## src/rtl/alu_arbiter.sv

```systemverilog
// alu_arbiter: shares one ALU among NREQ requesters with round-robin arbitration.
// One operation in flight: operands latched at grant, result registered one
// cycle later and held until the consumer accepts it.
// Optional feature macro: ALU_ARB_OVF_STICKY_EN adds a sticky ADD-overflow flag
// (ovf_sticky) with a clear input (ovf_clr).
module alu_arbiter #(
  parameter int NREQ  = 4,
  parameter int IDW   = 2,
  parameter int WIDTH = 32
) (
  input  logic                    clk,
  input  logic                    reset,
  input  logic [NREQ-1:0]         req_valid,
  output logic [NREQ-1:0]         req_ready,
  input  logic [6*NREQ-1:0]       req_ctrl,
  input  logic [WIDTH*NREQ-1:0]   req_a,
  input  logic [WIDTH*NREQ-1:0]   req_b,
  output logic                    resp_valid,
  input  logic                    resp_ready,
  output logic [IDW-1:0]          resp_id,
  output logic [WIDTH-1:0]        resp_data,
  output logic                    resp_ovf,
  output logic                    busy
`ifdef ALU_ARB_OVF_STICKY_EN
  ,
  output logic                    ovf_sticky,
  input  logic                    ovf_clr
`endif
);

  typedef enum logic [1:0] {
    ST_IDLE = 2'd0,
    ST_EXEC = 2'd1,
    ST_RESP = 2'd2
  } state_t;

  state_t           state_q, state_d;
  logic [IDW-1:0]   rr_ptr_q, rr_ptr_d;
  logic [5:0]       ctrl_q, ctrl_d;
  logic [WIDTH-1:0] a_q, a_d, b_q, b_d;
  logic [IDW-1:0]   gid_q, gid_d;
  logic [IDW-1:0]   resp_id_q, resp_id_d;
  logic [WIDTH-1:0] resp_data_q, resp_data_d;
  logic             resp_ovf_q, resp_ovf_d;

  logic             found_hi_s, found_lo_s, grant_found_s;
  logic [IDW-1:0]   idx_hi_s, idx_lo_s, grant_idx_s;
  logic [5:0]       sel_ctrl_s;
  logic [WIDTH-1:0] sel_a_s, sel_b_s;
  logic [WIDTH:0]   alu_res_s;
  logic [NREQ-1:0]  req_ready_s;

  // ALU: returns {carry, result}; carry is only meaningful for ADD.
  function automatic logic [WIDTH:0] alu_compute(input logic [5:0] op,
                                                 input logic [WIDTH-1:0] a,
                                                 input logic [WIDTH-1:0] b);
    logic [WIDTH:0] r;
    r = '0;
    case (op)
      6'd0:    r = {1'b0, a & b};
      6'd1:    r = {1'b0, a | b};
      6'd2:    r = {1'b0, a} + {1'b0, b};
      6'd6:    r = {1'b0, a - b};
      6'd7:    r = {{WIDTH{1'b0}}, (a < b)};
      default: r = {1'b0, ~(a | b)};
    endcase
    return r;
  endfunction

  // Round-robin search: first valid at or above rr_ptr, else first valid from 0 (wrap).
  always_comb begin
    found_hi_s = 1'b0;
    found_lo_s = 1'b0;
    idx_hi_s   = '0;
    idx_lo_s   = '0;
    for (int i = 0; i < NREQ; i++) begin
      if (!found_hi_s && req_valid[i] && (i >= int'(rr_ptr_q))) begin
        found_hi_s = 1'b1;
        idx_hi_s   = IDW'(i);
      end else begin
        found_hi_s = found_hi_s;
      end
      if (!found_lo_s && req_valid[i]) begin
        found_lo_s = 1'b1;
        idx_lo_s   = IDW'(i);
      end else begin
        found_lo_s = found_lo_s;
      end
    end
    grant_found_s = found_hi_s | found_lo_s;
    grant_idx_s   = found_hi_s ? idx_hi_s : idx_lo_s;
  end

  // Select the winner's operands and drive the one-hot accept pulse (IDLE only, masked in reset).
  always_comb begin
    sel_ctrl_s  = '0;
    sel_a_s     = '0;
    sel_b_s     = '0;
    req_ready_s = '0;
    for (int i = 0; i < NREQ; i++) begin
      sel_ctrl_s     = (grant_idx_s == IDW'(i)) ? req_ctrl[6*i +: 6]       : sel_ctrl_s;
      sel_a_s        = (grant_idx_s == IDW'(i)) ? req_a[WIDTH*i +: WIDTH] : sel_a_s;
      sel_b_s        = (grant_idx_s == IDW'(i)) ? req_b[WIDTH*i +: WIDTH] : sel_b_s;
      req_ready_s[i] = (state_q == ST_IDLE) && grant_found_s &&
                       (grant_idx_s == IDW'(i)) && !reset;
    end
  end

  // ALU evaluates the operands latched at grant time.
  always_comb begin
    alu_res_s = alu_compute(ctrl_q, a_q, b_q);
  end

  // Next-state logic: IDLE grants, EXEC registers the result, RESP holds until accepted.
  always_comb begin
    state_d     = state_q;
    rr_ptr_d    = rr_ptr_q;
    ctrl_d      = ctrl_q;
    a_d         = a_q;
    b_d         = b_q;
    gid_d       = gid_q;
    resp_id_d   = resp_id_q;
    resp_data_d = resp_data_q;
    resp_ovf_d  = resp_ovf_q;
    case (state_q)
      ST_IDLE: begin
        if (grant_found_s) begin
          state_d  = ST_EXEC;
          ctrl_d   = sel_ctrl_s;
          a_d      = sel_a_s;
          b_d      = sel_b_s;
          gid_d    = grant_idx_s;
          rr_ptr_d = (int'(grant_idx_s) == NREQ - 1) ? '0 : grant_idx_s + IDW'(1);
        end else begin
          state_d = ST_IDLE;
        end
      end
      ST_EXEC: begin
        resp_data_d = alu_res_s[WIDTH-1:0];
        resp_ovf_d  = (ctrl_q == 6'd2) ? alu_res_s[WIDTH] : 1'b0;
        resp_id_d   = gid_q;
        state_d     = ST_RESP;
      end
      ST_RESP: begin
        if (resp_ready) begin
          state_d = ST_IDLE;
        end else begin
          state_d = ST_RESP;
        end
      end
      default: state_d = ST_IDLE;
    endcase
  end

  // State, operand and result registers; reset drops any in-flight operation.
  always_ff @(posedge clk or posedge reset) begin
    if (reset) begin
      state_q     <= ST_IDLE;
      rr_ptr_q    <= '0;
      ctrl_q      <= 6'd0;
      a_q         <= '0;
      b_q         <= '0;
      gid_q       <= '0;
      resp_id_q   <= '0;
      resp_data_q <= '0;
      resp_ovf_q  <= 1'b0;
    end else begin
      state_q     <= state_d;
      rr_ptr_q    <= rr_ptr_d;
      ctrl_q      <= ctrl_d;
      a_q         <= a_d;
      b_q         <= b_d;
      gid_q       <= gid_d;
      resp_id_q   <= resp_id_d;
      resp_data_q <= resp_data_d;
      resp_ovf_q  <= resp_ovf_d;
    end
  end

  assign req_ready  = req_ready_s;
  assign resp_valid = (state_q == ST_RESP);
  assign busy       = (state_q != ST_IDLE);
  assign resp_id    = resp_id_q;
  assign resp_data  = resp_data_q;
  assign resp_ovf   = resp_ovf_q;

`ifdef ALU_ARB_OVF_STICKY_EN
  logic sticky_q, sticky_d;

  // Sticky overflow: set on an accepted overflowing result; set beats clear.
  always_comb begin
    sticky_d = sticky_q;
    if (resp_valid && resp_ready && resp_ovf_q) begin
      sticky_d = 1'b1;
    end else if (ovf_clr) begin
      sticky_d = 1'b0;
    end else begin
      sticky_d = sticky_q;
    end
  end

  // Sticky overflow register.
  always_ff @(posedge clk or posedge reset) begin
    if (reset) begin
      sticky_q <= 1'b0;
    end else begin
      sticky_q <= sticky_d;
    end
  end

  assign ovf_sticky = sticky_q;
`endif

endmodule
```

## config.mk

```make
export PLATFORM = sky130hd
export DESIGN_NAME = alu_arbiter
export DESIGN_NICKNAME = d
export VERILOG_FILES = /design/src/rtl/alu_arbiter.sv
export SDC_FILE = /design/constraint.sdc
export NUM_CORES = 1
export LEC_CHECK = 0
export BUFFER_PORTS_ARGS = -buffer_cell sky130_fd_sc_hd__clkbuf_2
export CAP_MARGIN = 10
export CORE_MARGIN = 4
export CORE_UTILIZATION = 51
export DETAILED_ROUTE_END_ITERATION = 10
export GPL_TIMING_DRIVEN = 0
export MAX_ROUTING_LAYER = met4
export PLACE_DENSITY = 0.8
export SYNTH_ARGS = -nofsm -noshare
export SYNTH_HDL_FRONTEND = slang
export SYNTH_SLANG_ARGS = --single-unit
```

## constraint.sdc

```tcl
create_clock -name clk -period 9.15 [get_ports clk]
set_input_delay 1.83 -clock clk [delete_from_list [all_inputs] [get_ports clk]]
set_output_delay 1.83 -clock clk [all_outputs]
set_load 0.01 [all_outputs]
```

==> results.sh, run 1 <==
export IMPL_status="finished, final reports clean"
export IMPL_post_cts_hold_fix_bufs=0
export IMPL_synth_async_sr_flop_share_pct=100
export IMPL_grt_usage_pct=41.4
export IMPL_worst_slew_pin_slew_ns=0.865
export IMPL_die_height_um=158
export IMPL_fin_worst_skew_ns=0.0103
export IMPL_fp_dieArea_sq_um=24900
export IMPL_timing_max_cap_violations=0
export IMPL_post_route_drc_count=0
export IMPL_start_util_pct=52.2
export IMPL_fmax_mhz=161
export IMPL_worst_setup_path_end_kind="output port"
export IMPL_critical_path_cell_chain="clkbuf_2 -> and3_1 -> a211oi_1 -> ha_1 -> clkbuf_1 -> clkbuf_1 -> and3_1 -> clkbuf_2"
export IMPL_post_cts_setup_buffers=0
export IMPL_critical_path_arrival_ns=4.38
export IMPL_layout_worst_path_cycle_share_pct=67.9
export IMPL_synth_net_count=2000
export IMPL_design_final_nets=2339
export IMPL_floorplan_io_pins=328
export IMPL_grt_overflow=0
export IMPL_critPathRequiredTime_ns=7.32
export IMPL_core_area_sq_um=22000
export IMPL_maximum_count_of_clock_buffers_along_a_single_path=2
export IMPL_synth_seq_area_share_pct=24.3
export IMPL_top_cell_type_s_share_of_synthesized_area_pct=24.3
export IMPL_clock_latency_ns=0.36
export IMPL_synth_area_per_cell_sq_um=7.17
export IMPL_clkTransAtPathRegs_ns=0.07
export IMPL_synth_xor_area_share_pct=1.45
export IMPL_timing_setup_tns_ns=0
export IMPL_clkSinkCount=111
export IMPL_vdd_ir_drop_max_mv=0.149
export IMPL_cp_max_fo=10
export IMPL_critPathLaunchType="input pin"
export IMPL_antenna_violations_before_repair=4
export IMPL_gp_congestion=1.07
export IMPL_hold_viol=0
export IMPL_synthMuxAreaShare_pct=1.42
export IMPL_numCtsBuffers=9
export IMPL_yosys_cell_types_count=81
export IMPL_power_density_nw_per_um2=380
export IMPL_instances_no_fill=2224
export IMPL_critPathKind="in2out"
export IMPL_commonest_non_fill_non_tap_cells_in_the_layout="327 x clkbuf_2, 210 x o21ai_0, 207 x nand2_1"
export IMPL_placed_cells_incl_taps=2206
export IMPL_synth_ff_latch_count=111
export IMPL_first_pass_grt_wire_length_mm=75.7
export IMPL_timing_final_setup_violations=0
export IMPL_cpPeakStageDelay_ns=0.53
export IMPL_detailroute_via_count=13900
export IMPL_areaGrowthSynthToFinish_pct=20.3
export IMPL_clock_tree_from_tritoncts="yes"
export IMPL_drtAntennaViolNets=0
export IMPL_slew_violations=0
export IMPL_yosys_area_top_type="dfrtp_1"
export IMPL_routed_wl_mm=52.8
export IMPL_leakage_component_of_the_power_nw=6.48
export IMPL_dr_pass1_iters=8
export IMPL_yosys_warnings=0
export IMPL_synth_top_family_by_area="compound AO/OA/AOI/OAI gates"
export IMPL_vias_per_cell=6.25
export IMPL_ys_dominant_reg_cell="dfrtp_1"
export IMPL_synth_simple_gate_area_share_pct=19.5
export IMPL_final_common_cell="clkbuf_2"
export IMPL_summed_instance_area_of_the_synthesized_netlist_sq_um=11500
export IMPL_fp_row_count=54
export IMPL_routedWlPerCell_um=23.7
export IMPL_cts_resized=0
export IMPL_io_buffers=327
export IMPL_ctsRootBufferMaster="clkbuf_16"
export IMPL_maximum_number_of_pins_on_one_net_before_global_route_repair=63
export IMPL_grt_pass1_vias=12700
export IMPL_layout_drive_gt1_share_pct=20.0
export IMPL_mapped_cells=1598
export IMPL_chipWidth_um=158
export IMPL_rsz0062_at_grt="no"
export IMPL_area_share_of_fa_ha_maj_cells_after_synthesis_pct=12.7
export IMPL_dp_hpwl_mm=43.4
export IMPL_hold_path_class="reg2reg"
export IMPL_drtIter0Drc=1683
export IMPL_crit_slowest_cell="clkbuf_1"
export IMPL_period_needed_ns=6.21
export IMPL_relSlewSlack_pct=42.3
export IMPL_synth_edff_count=0
export IMPL_synth_compound_gate_area_share_pct=32.0
export IMPL_htreeDepth=3
export IMPL_synth_top_cells_by_area="dfrtp_1 24%, ha_1 12%, o21ai_0 9.2%, a21oi_1 7.8%, nand2_1 6.8%"
sequential cells by signal, summed over array words and instances, names as in the netlist:
name,flops
a_q,32
b_q,32
resp_data,32
ctrl_q,6
gid_q,2
resp_id,2
rr_ptr_q,2
state_q,2
resp_ovf,1
critical path, delay by kind of cell:
family	cells	cell delay [ns]
simple gates	2	0.41
compound gates	1	0.51
fa+ha+maj	1	0.40
buf+inv	4	1.22
final cells by class:
type | instances | area [sq um]
plain buffers | 124 | 627
inverters | 97 | 367
repair buffers | 328 | 1660
fillers | 1980 | 8180
clock inverters | 4 | 72.6
clock buffers | 10 | 229
flip-flops and latches | 111 | 2780
well taps | 280 | 350
diodes | 4 | 10.0
multi-input cells | 1266 | 7680
cells in the mapped netlist, drive strengths merged, types with 7 or more instances:
cell type	instances
a211oi	13
a21o	14
a21oi	178
a221oi	9
a222oi	13
a22oi	70
a31oi	12
and3	13
buf	26
clkbuf	96
dfrtp	111
ha	113
inv	96
mux2i	14
nand2	207
nand2b	8
nand3	17
nor2	180
nor2b	9
nor3	40
nor4	9
o211ai	8
o21ai	216
o21bai	8
o31ai	7
or3	16
xnor2	13
through the flow:
stage / util [%] / cell area, sq um / total power, W / hold slack, ns / setup WS (ns)
2_1_floorplan: - / 11500 / 0.00339 / 0.432 / 2.68
3_3_place_gp: 61.2 / 13400 / 0.00458 / 0.461 / 1.51
3_5_place_dp: 61.3 / 13500 / 0.00463 / 0.463 / 3.02
4_1_cts: 62.7 / 13800 / 0.00507 / 0.480 / 3.02
5_1_grt: 62.8 / 13800 / 0.00557 / 0.508 / 2.88
6_report: 62.8 / 13800 / 0.00524 / 0.479 / 2.94
path summary, 6_finish.rpt:
path,startpoint,endpoint,slack [ns],cells past startpoint
max,req_valid[2],req_ready[3],2.94,8
min,resp_data[15],resp_data[15],0.48,2
max reg2reg,a_q[0],resp_data[18],5.28,12
min reg2reg,resp_data[15],resp_data[15],0.48,2
max in group asynchronous,reset,b_q[27],6.81,3
min in group asynchronous,reset,a_q[0],1.58,2
cells by family after synthesis:
logic type / count (synthesis)
DFF: 111
AOI/OAI and AO/OA: 597
and+or+nand+nor: 519
buffers and inverters: 221
xor gates and xnor gates: 19
muxes: 16
adders and majority gates: 115
where the power goes:
part           switching [W]  total [W]  internal (W)
registers           0.000172   0.000886      0.000714
logic                0.00260    0.00392       0.00132
clock network       0.000198   0.000436      0.000238
per-layer routing:
layer	GRT usage (%)	wire (um)	up-vias
met3	12.4	6670	138
met2	60.6	22500	975
met1	54.5	21400	6481
met4	14.6	2240	0
met5	-	0	-
li1	-	-	6314
Power figures use the tool's default switching activity.
==> run 2, diff against run 1 <==
Settings changed: CORE_UTILIZATION 51 to 49.
Clock period 9.15 ns to 5.2 ns, I/O delays scaled along.
==> results.sh, run 2 (same netlist as run 1, synthesis figures left out) <==
export IMPL_htreeDepth=3
export IMPL_antenna_violations_before_repair=9
export IMPL_fp_row_count=55
export IMPL_critical_path_arrival_ns=3.56
export IMPL_crit_slowest_cell="clkbuf_1"
export IMPL_fp_dieArea_sq_um=25900
export IMPL_layout_drive_gt1_share_pct=20.1
export IMPL_rsz0062_at_grt="no"
export IMPL_hold_viol=0
export IMPL_status="finished, final reports clean"
export IMPL_ctsRootBufferMaster="clkbuf_16"
export IMPL_vias_per_cell=6.17
export IMPL_clock_tree_from_tritoncts="yes"
export IMPL_power_switching_fraction_pct=57.1
export IMPL_hold_path_class="reg2reg"
export IMPL_die_height_um=161
export IMPL_cts_resized=0
export IMPL_floorplan_io_pins=328
export IMPL_clkSinkCount=111
export IMPL_final_common_cell="clkbuf_2"
export IMPL_dp_hpwl_mm=44.5
export IMPL_dr_pass1_iters=8
export IMPL_timing_max_cap_violations=0
export IMPL_slew_violations=0
export IMPL_pre_cts_ws_ns=0.659
export IMPL_critical_path_cell_chain="clkbuf_2 -> and3_1 -> a211oi_1 -> ha_1 -> clkbuf_1 -> clkbuf_1 -> and3_1 -> clkbuf_2"
export IMPL_post_cts_hold_fix_bufs=0
export IMPL_end_of_the_worst_register_to_register_path="b_q[8]"
export IMPL_fin_ws_ns=0.600
export IMPL_worst_r2r_cell_count=15
export IMPL_cpPeakStageDelay_ns=0.55
export IMPL_fin_worst_skew_ns=0.0205
export IMPL_r2r_setup_slack_ns=1.39
export IMPL_critPathRequiredTime_ns=4.16
export IMPL_worst_setup_path_startpoint="req_valid[2]"
export IMPL_power_density_nw_per_um2=671
export IMPL_holdWs_ns=0.477
export IMPL_post_route_drc_count=0
export IMPL_relSlewSlack_pct=42.3
export IMPL_commonest_non_fill_non_tap_cells_in_the_layout="327 x clkbuf_2, 210 x o21ai_0, 207 x nand2_1"
export IMPL_critPathKind="in2out"
export IMPL_post_cts_setup_buffers=0
export IMPL_power_share_combinational_pct=75.1
export IMPL_chipWidth_um=161
export IMPL_worst_setup_path_end_kind="output port"
export IMPL_leakage_component_of_the_power_nw=6.49
export IMPL_grt_pass1_vias=13000
export IMPL_core_area_sq_um=22800
export IMPL_first_pass_grt_wire_length_mm=79.5
export IMPL_clkTransAtPathRegs_ns=0.07
export IMPL_maximum_count_of_clock_buffers_along_a_single_path=2
export IMPL_post_route_util_pct=60.6
export IMPL_gp_congestion=1.11
export IMPL_period_needed_ns=4.60
export IMPL_cp_max_fo=10
export IMPL_grt_usage_pct=41.0
export IMPL_grt_overflow=0
export IMPL_numCtsBuffers=9
export IMPL_p_int_w=0.00399
export IMPL_timing_hold_worst_start="resp_data[14]"
export IMPL_clock_latency_ns=0.38
export IMPL_layout_worst_path_cycle_share_pct=88.5
export IMPL_routed_wl_mm=54.0
export IMPL_detailroute_via_count=14000
export IMPL_areaGrowthSynthToFinish_pct=20.9
export IMPL_drtAntennaViolNets=0
export IMPL_timing_final_setup_violations=0
export IMPL_sequentialPowerShare_pct=16.7
export IMPL_drtIter0Drc=1931
export IMPL_power_clock_fraction_pct=8.2
export IMPL_r2r_start="rr_ptr_q[0]"
export IMPL_start_util_pct=50.1
export IMPL_min_to="resp_data[14]"
export IMPL_hold_path_depth=2
export IMPL_maximum_number_of_pins_on_one_net_before_global_route_repair=77
export IMPL_io_buffers=327
export IMPL_timing_setup_tns_ns=0
export IMPL_worst_slew_pin_slew_ns=0.865
export IMPL_critPathLaunchType="input pin"
export IMPL_routedWlPerCell_um=23.9
export IMPL_fmax_mhz=217
export IMPL_design_final_nets=2339
export IMPL_netSwitchingPower_w=0.00530
export IMPL_vdd_ir_drop_max_mv=0.321
-- run 2: cell types whose count changed in the layout (fill, tap and decap cells not counted), sizes merged --
cell	delta
inv	+1
bufinv	-1
clkinv	+1
clkinvlp	-1
diode	+4
clkbuf	+2
-- run 2: power by group through the flow --
stage	logic (W)	registers (W)	clock network [W]
after global placement	0.00658	0.00153	0
after CTS	0.00669	0.00155	0.000757
after floorplan	0.00442	0.00155	0
after global routing	0.00748	0.00161	0.000790
after detailed placement	0.00666	0.00157	0
final	0.00697	0.00156	0.000761
-- run 2: how the worst max path moves through the flow --
stage	to	slack (ns)
after floorplan	req_ready[0]	0.31
after global placement	req_ready[0]	-0.86
after detailed placement	req_ready[3]	0.66
after CTS	req_ready[3]	0.65
after global routing	req_ready[3]	0.45
final	req_ready[3]	0.60
-- run 2: worst max-delay path, delay by kind of cell --
family / cells / cell delay, ns
and+or+nand+nor: 2 / 0.41
adders and majority gates: 1 / 0.41
AOI/OAI and AO/OA: 1 / 0.50
buffers and inverters: 4 / 1.20
-- run 2: per-stage QoR --
| step | instances | instance area, sq um | power (W) |
|---|---|---|---|
| 6_report | 2263 | 13800 | 0.00929 |
| 5_1_grt | 2263 | 13800 | 0.00988 |
| 4_1_cts | 2255 | 13800 | 0.00900 |
| 3_5_place_dp | 2239 | 13500 | 0.00823 |
| 3_3_place_gp | 2238 | 13500 | 0.00812 |
| 2_1_floorplan | 1598 | 11500 | 0.00597 |
-- run 2: metal layers --
layer,wire (um),GRT usage [%],part of all wire [%],vias up
met2,23500,60.4,43,930
met4,2140,15.7,4.0,0
met1,22100,55.3,41,6567
met5,0,-,0,-
li1,-,-,-,6335
met3,6270,9.01,12,127
-- run 2: cell type report --
cell class	instances	area (sq um)
repair buffers	328	1660
diodes	8	20.0
clock buffers	12	256
plain buffers	124	627
flip-flops and latches	111	2780
well taps	313	392
fillers	2228	9000
multi-input cells	1266	7680
inverters	97	369
clock inverters	4	52.6
